[src/rtl/control_pkg.sv]
// Shared encodings for the hardwired control unit: opcodes, ALU selects,
// sequencer states and the execute-class decode used from T3 onward.
package control_pkg;

  localparam logic [4:0] OP_LD   = 5'b00000;
  localparam logic [4:0] OP_LDI  = 5'b00001;
  localparam logic [4:0] OP_ST   = 5'b00010;
  localparam logic [4:0] OP_ADD  = 5'b00011;
  localparam logic [4:0] OP_SUB  = 5'b00100;
  localparam logic [4:0] OP_AND  = 5'b00101;
  localparam logic [4:0] OP_OR   = 5'b00110;
  localparam logic [4:0] OP_ADDI = 5'b01100;
  localparam logic [4:0] OP_NOP  = 5'b11010;
  localparam logic [4:0] OP_HALT = 5'b11011;

  typedef enum logic [1:0] {
    ALU_ADD = 2'd0,
    ALU_SUB = 2'd1,
    ALU_AND = 2'd2,
    ALU_OR  = 2'd3
  } alu_op_e;

  typedef enum logic [3:0] {
    ST_IDLE, ST_T0, ST_T1, ST_T2, ST_T3, ST_T4, ST_T5, ST_T6, ST_T7, ST_HALT
  } state_e;

  typedef enum logic [2:0] {
    CLS_LDI, CLS_ADDI, CLS_ALU, CLS_LD, CLS_ST, CLS_ILL
  } op_class_e;

  // nop and halt never reach T3, so they fall into the illegal class here
  function automatic op_class_e classify(input logic [4:0] op);
    case (op)
      OP_LDI:                        return CLS_LDI;
      OP_ADDI:                       return CLS_ADDI;
      OP_LD:                         return CLS_LD;
      OP_ST:                         return CLS_ST;
      OP_ADD, OP_SUB, OP_AND, OP_OR: return CLS_ALU;
      default:                       return CLS_ILL;
    endcase
  endfunction

  function automatic alu_op_e alu_map(input logic [4:0] op);
    case (op)
      OP_SUB:  return ALU_SUB;
      OP_AND:  return ALU_AND;
      OP_OR:   return ALU_OR;
      default: return ALU_ADD;
    endcase
  endfunction

endpackage

[src/rtl/control_wait_timer.sv]
// 4-bit down-counter for memory hold steps: load sets the count, it then
// decrements once per clock and sticks at zero; zero flags the final hold cycle.
module control_wait_timer (
  input  logic       clock,
  input  logic       clear,
  input  logic       load,
  input  logic [3:0] load_val,
  output logic [3:0] count,
  output logic       zero
);

  always_ff @(posedge clock or negedge clear) begin
    if (!clear) begin
      count <= 4'd0;
    end else if (load) begin
      count <= load_val;
    end else if (!zero) begin
      count <= count - 4'd1;
    end
  end

  assign zero = (count == 4'd0);

endmodule

[src/rtl/control_sequencer.sv]
// Hardwired control unit: fetch T0-T2 then opcode-dependent execute T3-T7,
// one step per clock except memory hold steps (MEM_WAIT+1 clocks); run gates new fetches.
module control_sequencer
  import control_pkg::*;
#(
  parameter int OPCODE_W = 5,
  parameter int MEM_WAIT = 0,
  parameter int ALUOP_W  = 4
) (
  input  logic                clock,
  input  logic                clear,
  input  logic                run,
  input  logic [OPCODE_W-1:0] opcode,
  output logic                PCout,
  output logic                PCin,
  output logic                IncPC,
  output logic                MARin,
  output logic                MDRin,
  output logic                MDRout,
  output logic                MD_read,
  output logic                IRin,
  output logic                Yin,
  output logic                Zlowin,
  output logic                Zlowout,
  output logic                Csignout,
  output logic                Gra,
  output logic                Grb,
  output logic                Grc,
  output logic                Rin,
  output logic                Rout,
  output logic                BAout,
  output logic                Read,
  output logic                Write,
  output logic [ALUOP_W-1:0]  alu_op,
  output logic                instr_done,
  output logic                illegal,
  output logic                halted
);

  localparam logic [3:0] WAIT_INIT = 4'(MEM_WAIT);

  state_e    state, state_next;
  op_class_e cls;
  alu_op_e   alu_sel;
  logic [3:0] wait_cnt;
  logic       wait_zero, wait_load, first_hold;
  state_e     done_next;

  control_wait_timer u_wait (
    .clock    (clock),
    .clear    (clear),
    .load     (wait_load),
    .load_val (WAIT_INIT),
    .count    (wait_cnt),
    .zero     (wait_zero)
  );

  // The counter starts at MEM_WAIT, so this marks the first cycle of a hold step
  assign first_hold = (wait_cnt == WAIT_INIT);
  assign done_next  = run ? ST_T0 : ST_IDLE;
  assign wait_load  = (state_next != state) &&
                      (state_next == ST_T1 || state_next == ST_T6 || state_next == ST_T7);

  always_ff @(posedge clock or negedge clear) begin
    if (!clear) begin
      state   <= ST_IDLE;
      cls     <= CLS_ILL;
      alu_sel <= ALU_ADD;
    end else begin
      state <= state_next;
      if (state == ST_T2) begin
        cls     <= classify(opcode);
        alu_sel <= alu_map(opcode);
      end
    end
  end

  always_comb begin
    state_next = state;
    case (state)
      ST_IDLE: state_next = run ? ST_T0 : ST_IDLE;
      ST_T0:   state_next = ST_T1;
      ST_T1:   state_next = wait_zero ? ST_T2 : ST_T1;
      ST_T2: begin
        if (opcode == OP_NOP)       state_next = done_next;
        else if (opcode == OP_HALT) state_next = ST_HALT;
        else                        state_next = ST_T3;
      end
      ST_T3:   state_next = (cls == CLS_ILL) ? done_next : ST_T4;
      ST_T4:   state_next = ST_T5;
      ST_T5:   state_next = (cls == CLS_LD || cls == CLS_ST) ? ST_T6 : done_next;
      ST_T6:   state_next = (cls == CLS_ST || wait_zero) ? ST_T7 : ST_T6;
      ST_T7:   state_next = (cls == CLS_LD || wait_zero) ? done_next : ST_T7;
      ST_HALT: state_next = ST_HALT;
      default: state_next = ST_IDLE;
    endcase
  end

  always_comb begin
    {PCout, PCin, IncPC, MARin, MDRin, MDRout, MD_read, IRin} = '0;
    {Yin, Zlowin, Zlowout, Csignout, Gra, Grb, Grc, Rin, Rout, BAout} = '0;
    {Read, Write, instr_done, illegal, halted} = '0;
    alu_op = '0;
    case (state)
      ST_T0: {PCout, MARin, IncPC, Zlowin} = '1;
      ST_T1: begin
        {Read, MD_read, MDRin} = '1;
        Zlowout = first_hold;
        PCin    = first_hold;
      end
      ST_T2: begin
        {MDRout, IRin} = '1;
        instr_done = (opcode == OP_NOP);
      end
      ST_T3: begin
        if (cls == CLS_ILL) begin
          {illegal, instr_done} = '1;
        end else if (cls == CLS_ALU || cls == CLS_ADDI) begin
          {Grb, Rout, Yin} = '1;
        end else begin
          {Grb, BAout, Yin} = '1;
        end
      end
      ST_T4: begin
        if (cls == CLS_ALU) begin
          {Grc, Rout, Zlowin} = '1;
          alu_op = ALUOP_W'(alu_sel);
        end else begin
          {Csignout, Zlowin} = '1;
        end
      end
      ST_T5: begin
        if (cls == CLS_LD || cls == CLS_ST) {Zlowout, MARin} = '1;
        else {Zlowout, Gra, Rin, instr_done} = '1;
      end
      ST_T6: begin
        if (cls == CLS_ST) {Gra, Rout, MDRin} = '1;
        else {Read, MD_read, MDRin} = '1;
      end
      ST_T7: begin
        if (cls == CLS_ST) begin
          Write      = 1'b1;
          instr_done = wait_zero;
        end else begin
          {MDRout, Gra, Rin, instr_done} = '1;
        end
      end
      ST_HALT: halted = 1'b1;
      default: ;
    endcase
  end

endmodule

[config.mk]
export PLATFORM = sky130hd
export DESIGN_NAME = control_sequencer
export DESIGN_NICKNAME = d
export VERILOG_FILES = /design/src/rtl/control_pkg.sv /design/src/rtl/control_wait_timer.sv /design/src/rtl/control_sequencer.sv
export SDC_FILE = /design/constraint.sdc
export NUM_CORES = 1
export LEC_CHECK = 0
export ABC_AREA = 1
export BUFFER_PORTS_ARGS = -buffer_cell sky130_fd_sc_hd__buf_2
export CORE_ASPECT_RATIO = 1.1
export CORE_MARGIN = 3
export CORE_UTILIZATION = 35
export CTS_BUF_LIST = sky130_fd_sc_hd__clkbuf_8
export DETAILED_ROUTE_END_ITERATION = 6
export GPL_ROUTABILITY_DRIVEN = 0
export GPL_TIMING_DRIVEN = 0
export HOLD_SLACK_MARGIN = 0.03
export PLACE_DENSITY = 0.69
export SLEW_MARGIN = 10
export SYNTH_ARGS = -nofsm -noshare
export SYNTH_HDL_FRONTEND = slang
export SYNTH_SLANG_ARGS = --single-unit
[constraint.sdc]
create_clock -name clock -period 2.2 [get_ports clock]
set_clock_uncertainty 0.05 [all_clocks]
set_input_delay 0.33 -clock clock [delete_from_list [all_inputs] [get_ports clock]]
set_output_delay 0.33 -clock clock [all_outputs]
set_load 0.1 [all_outputs]
==> impl.org <==
** Layout
- Layout Cells excl Fill :: 261
- Final net count :: 242
- Share of post-route cells with drive strength above 1 :: 0.370
- Diodes inserted :: 0
- Most common cell after layout, fill and taps aside :: nand2_1
- Most frequent cells in the layout :: 41 x nand2_1, 33 x inv_1, 24 x nor2_1, 16 x buf_2, 11 x dfrtp_1
- End-of-flow core utilization :: 0.520
- Compared with the post-synthesis result, the final layout area differs by 37.0%.
- Number of filler cells placed in the layout :: 320

** CTS
- After clock tree synthesis, the clock-pin slew on the worst setup and hold paths is 0.05 ns.
- Clk sink count :: 13
- H-Tree Level Count :: 1
- Buffers added to address setup during post-CTS repair amount to 0.
- Clock Tree Buf Depth :: 2
- Cell chosen for the clock root :: clkbuf_8
- At the later pin of the worst-skew pair, clock insertion delay measures 0.24 ns.
- TritonCTS clock tree :: yes
- TritonCTS created 3 clock buffers.

** Timing
- Period Utilization, post-route :: 0.944
- Worst slack on hold paths :: 0.298 ns
- Final Hold Fails :: 0
- The final count of pins violating max slew was 0.
- Setup violations remaining at the end of the flow were counted as 0.
- Peak Freq :: 482 MHz
- In the final timing run, aggregate negative setup slack is 0 ns.
- The worst path needs 2.08 ns of the cycle, external delays included.
- Setup repair after global routing could not meet its margin everywhere.

** Placement
- Once placement completed, the tool counted placed cells totaling 256.
- Detailed placement ended at an HPWL of 2320 um.
- Buffers placed on the I/O ports in this run total 32.

** Synth
- Counting every instance in the synthesized netlist gives 189.
- Syn avg cell area :: 6.34 um2
- The share of the Yosys chip area taken by registers is 0.274.
- Top flip-flop cell by instance count after synthesis :: dfrtp_1
- After synthesis, the share of flip-flops with an asynchronous set or reset is 1.00.
- In this run, synthesis produced a sequential element count of 13.
- Of all cell types, the one taking the most synthesized area is dfrtp_1.
- After synthesis, the cell types taking the most area are dfrtp_1 23%, nand2_1 13%, inv_1 11%, nor2_1 11%, ha_1 6.3%.
- Synthesis instantiated 25 different standard cells from the library.
- Synthesis Warnings :: 0
- Top-area cell type share of the netlist area :: 0.230
- Synthesized cell area :: 1200 um2
- In this run, synthesis inferred 0 flip-flops with an integrated enable.

** Detailed routing
- The count of nets left with antenna violations once routing finished came out at 0.
- Number of iterations in the first detailed-routing pass :: 4
- After detailed routing, the total wire length is 2740 um.
- Number of remaining DRC errors :: 0
- In the routed layout, each cell is associated on average with a via count of 4.51.
- Wire length per cell :: 10.5 um
- Count of routing violations after the opening detailed-route iteration :: 41
- Total vias in the final route :: 1178

** Die
- The die covers 4160 um2.
- Width of the die :: 61.8 um
- Row cnt :: 21
- The initial utilization of the core area, before any placement, comes to 0.380.
- The core region is 3150 um2.
- During I/O placement, the number of pins put on the boundary was 35.
- Vert. Die Dim :: 67.3 um

** Status
- The flow ran to the end, and the final reports show no timing, DRC or antenna violations.

** Global routing
- The first global-routing pass estimated 4930 um of wire.
- In the global route stage, overall resource usage came out at 0.154.
- The number of antenna violations at the first check in global routing is 0.
- GR Layer Usage met3 :: 0.0344
- In this run the most used layer during global routing was met2.
- GRT overflow :: 0
- Largest net degree at the start of global routing :: 14
- For met1 alone, demand over resource in global routing was 0.206.
- Met2 Usage GRT :: 0.253
- The number of global-route vias before repair was 1158.

** Min path
- Kind of path behind the tightest hold check :: primary input to flip-flop
- Launch point of the worst hold path :: run

** Setup path
- Maximum fanout along the worst path :: 6
- Element type at the critical path start :: flip-flop
- Worst Path Required :: 1.82 ns
- Category of the most critical setup path :: flip-flop to output pin
- In this run the worst setup path begins at state[3].
- Capturing element type of the critical path :: output pin
- Data arrives at the worst endpoint at 1.70 ns.
- Reg2reg start :: u_wait.count[0]

** Flow run
- Max-cap violation count :: 0
## per-layer routing
layer / up-vias / routed length, um / part of all wire
li1: 641 / - / -
met1: 513 / 1250 / 0.46
met2: 20 / 1370 / 0.50
met3: 4 / 102 / 0.037
met4: 0 / 21 / 0.0077
met5: - / 0 / 0
## sequential cells by signal, indices dropped and copies added (netlist names)
name / count
state: 4
u_wait.count: 4
cls: 3
alu_sel: 2
## cells in the mapped netlist, types with 3 or more instances
| cell type | number |
|---|---|
| nand2_2 | 6 |
| nand2_1 | 42 |
| dfrtp_1 | 11 |
| nand3_2 | 3 |
| ha_1 | 6 |
| nand3_1 | 12 |
| buf_4 | 5 |
| nor2_1 | 34 |
| nor2_2 | 5 |
| inv_1 | 34 |
| inv_2 | 3 |
| o21ai_0 | 11 |
## cell families after synthesis
kind of cell | share of synthesized area
AOI/OAI and AO/OA | 0.0805
DFF | 0.274
buffers and inverters | 0.157
adders and majority gates | 0.0627
muxes | 0.00836
xor gates and xnor gates | 0.00732
and+or+nand+nor | 0.408
other | 0.00313
## per-stage QoR
stage               setup slack [ns]  area (um2)
global route                 -0.0172        1640
global placement               0.183        1490
detailed placement             0.152        1490
floorplan                     -0.165        1290
finish                         0.124        1640
CTS                         0.000250        1570
## timing repair
item,in CTS,in global routing
hold endpoints to repair,11,0
resized for setup,8,23
hold buffers,1,0
endpoints found under the setup margin,8,18
## worst max-delay path: stages, from the launching register on
cell,delay (ns)
dfrtp_1,0.45
inv_2,0.13
nand2_2,0.07
nor2_1,0.19
nand2_2,0.12
clkinvlp_4,0.10
nand2_2,0.06
nand3_4,0.10
buf_6,0.22
## area by class of cell
cell class	instances	area (um2)	area share
Multi-Input combinational cell	134	790	0.481
Sequential cell	13	328	0.200
Timing Repair Buffer	33	244	0.149
Inverter	37	143	0.0870
Buffer	6	48.8	0.0297
Tap cell	34	42.5	0.0259
Clock buffer	3	41.3	0.0252
Clock inverter	1	3.75	0.00229
## final timing paths
check                      slack (ns)  cells after the start         endpoint
max                              0.12                      8             Rout
min                              0.30                      3         state[0]
max reg2reg                      0.29                     12  u_wait.count[3]
min reg2reg                      0.47                      2           cls[2]
max in group asynchronous        1.37                      2           cls[0]
min in group asynchronous        0.45                      2         state[0]
Power is left out: the tool's default activity adds up to more than one toggle a clock period on the data nets, which glitch-free logic cannot reach.
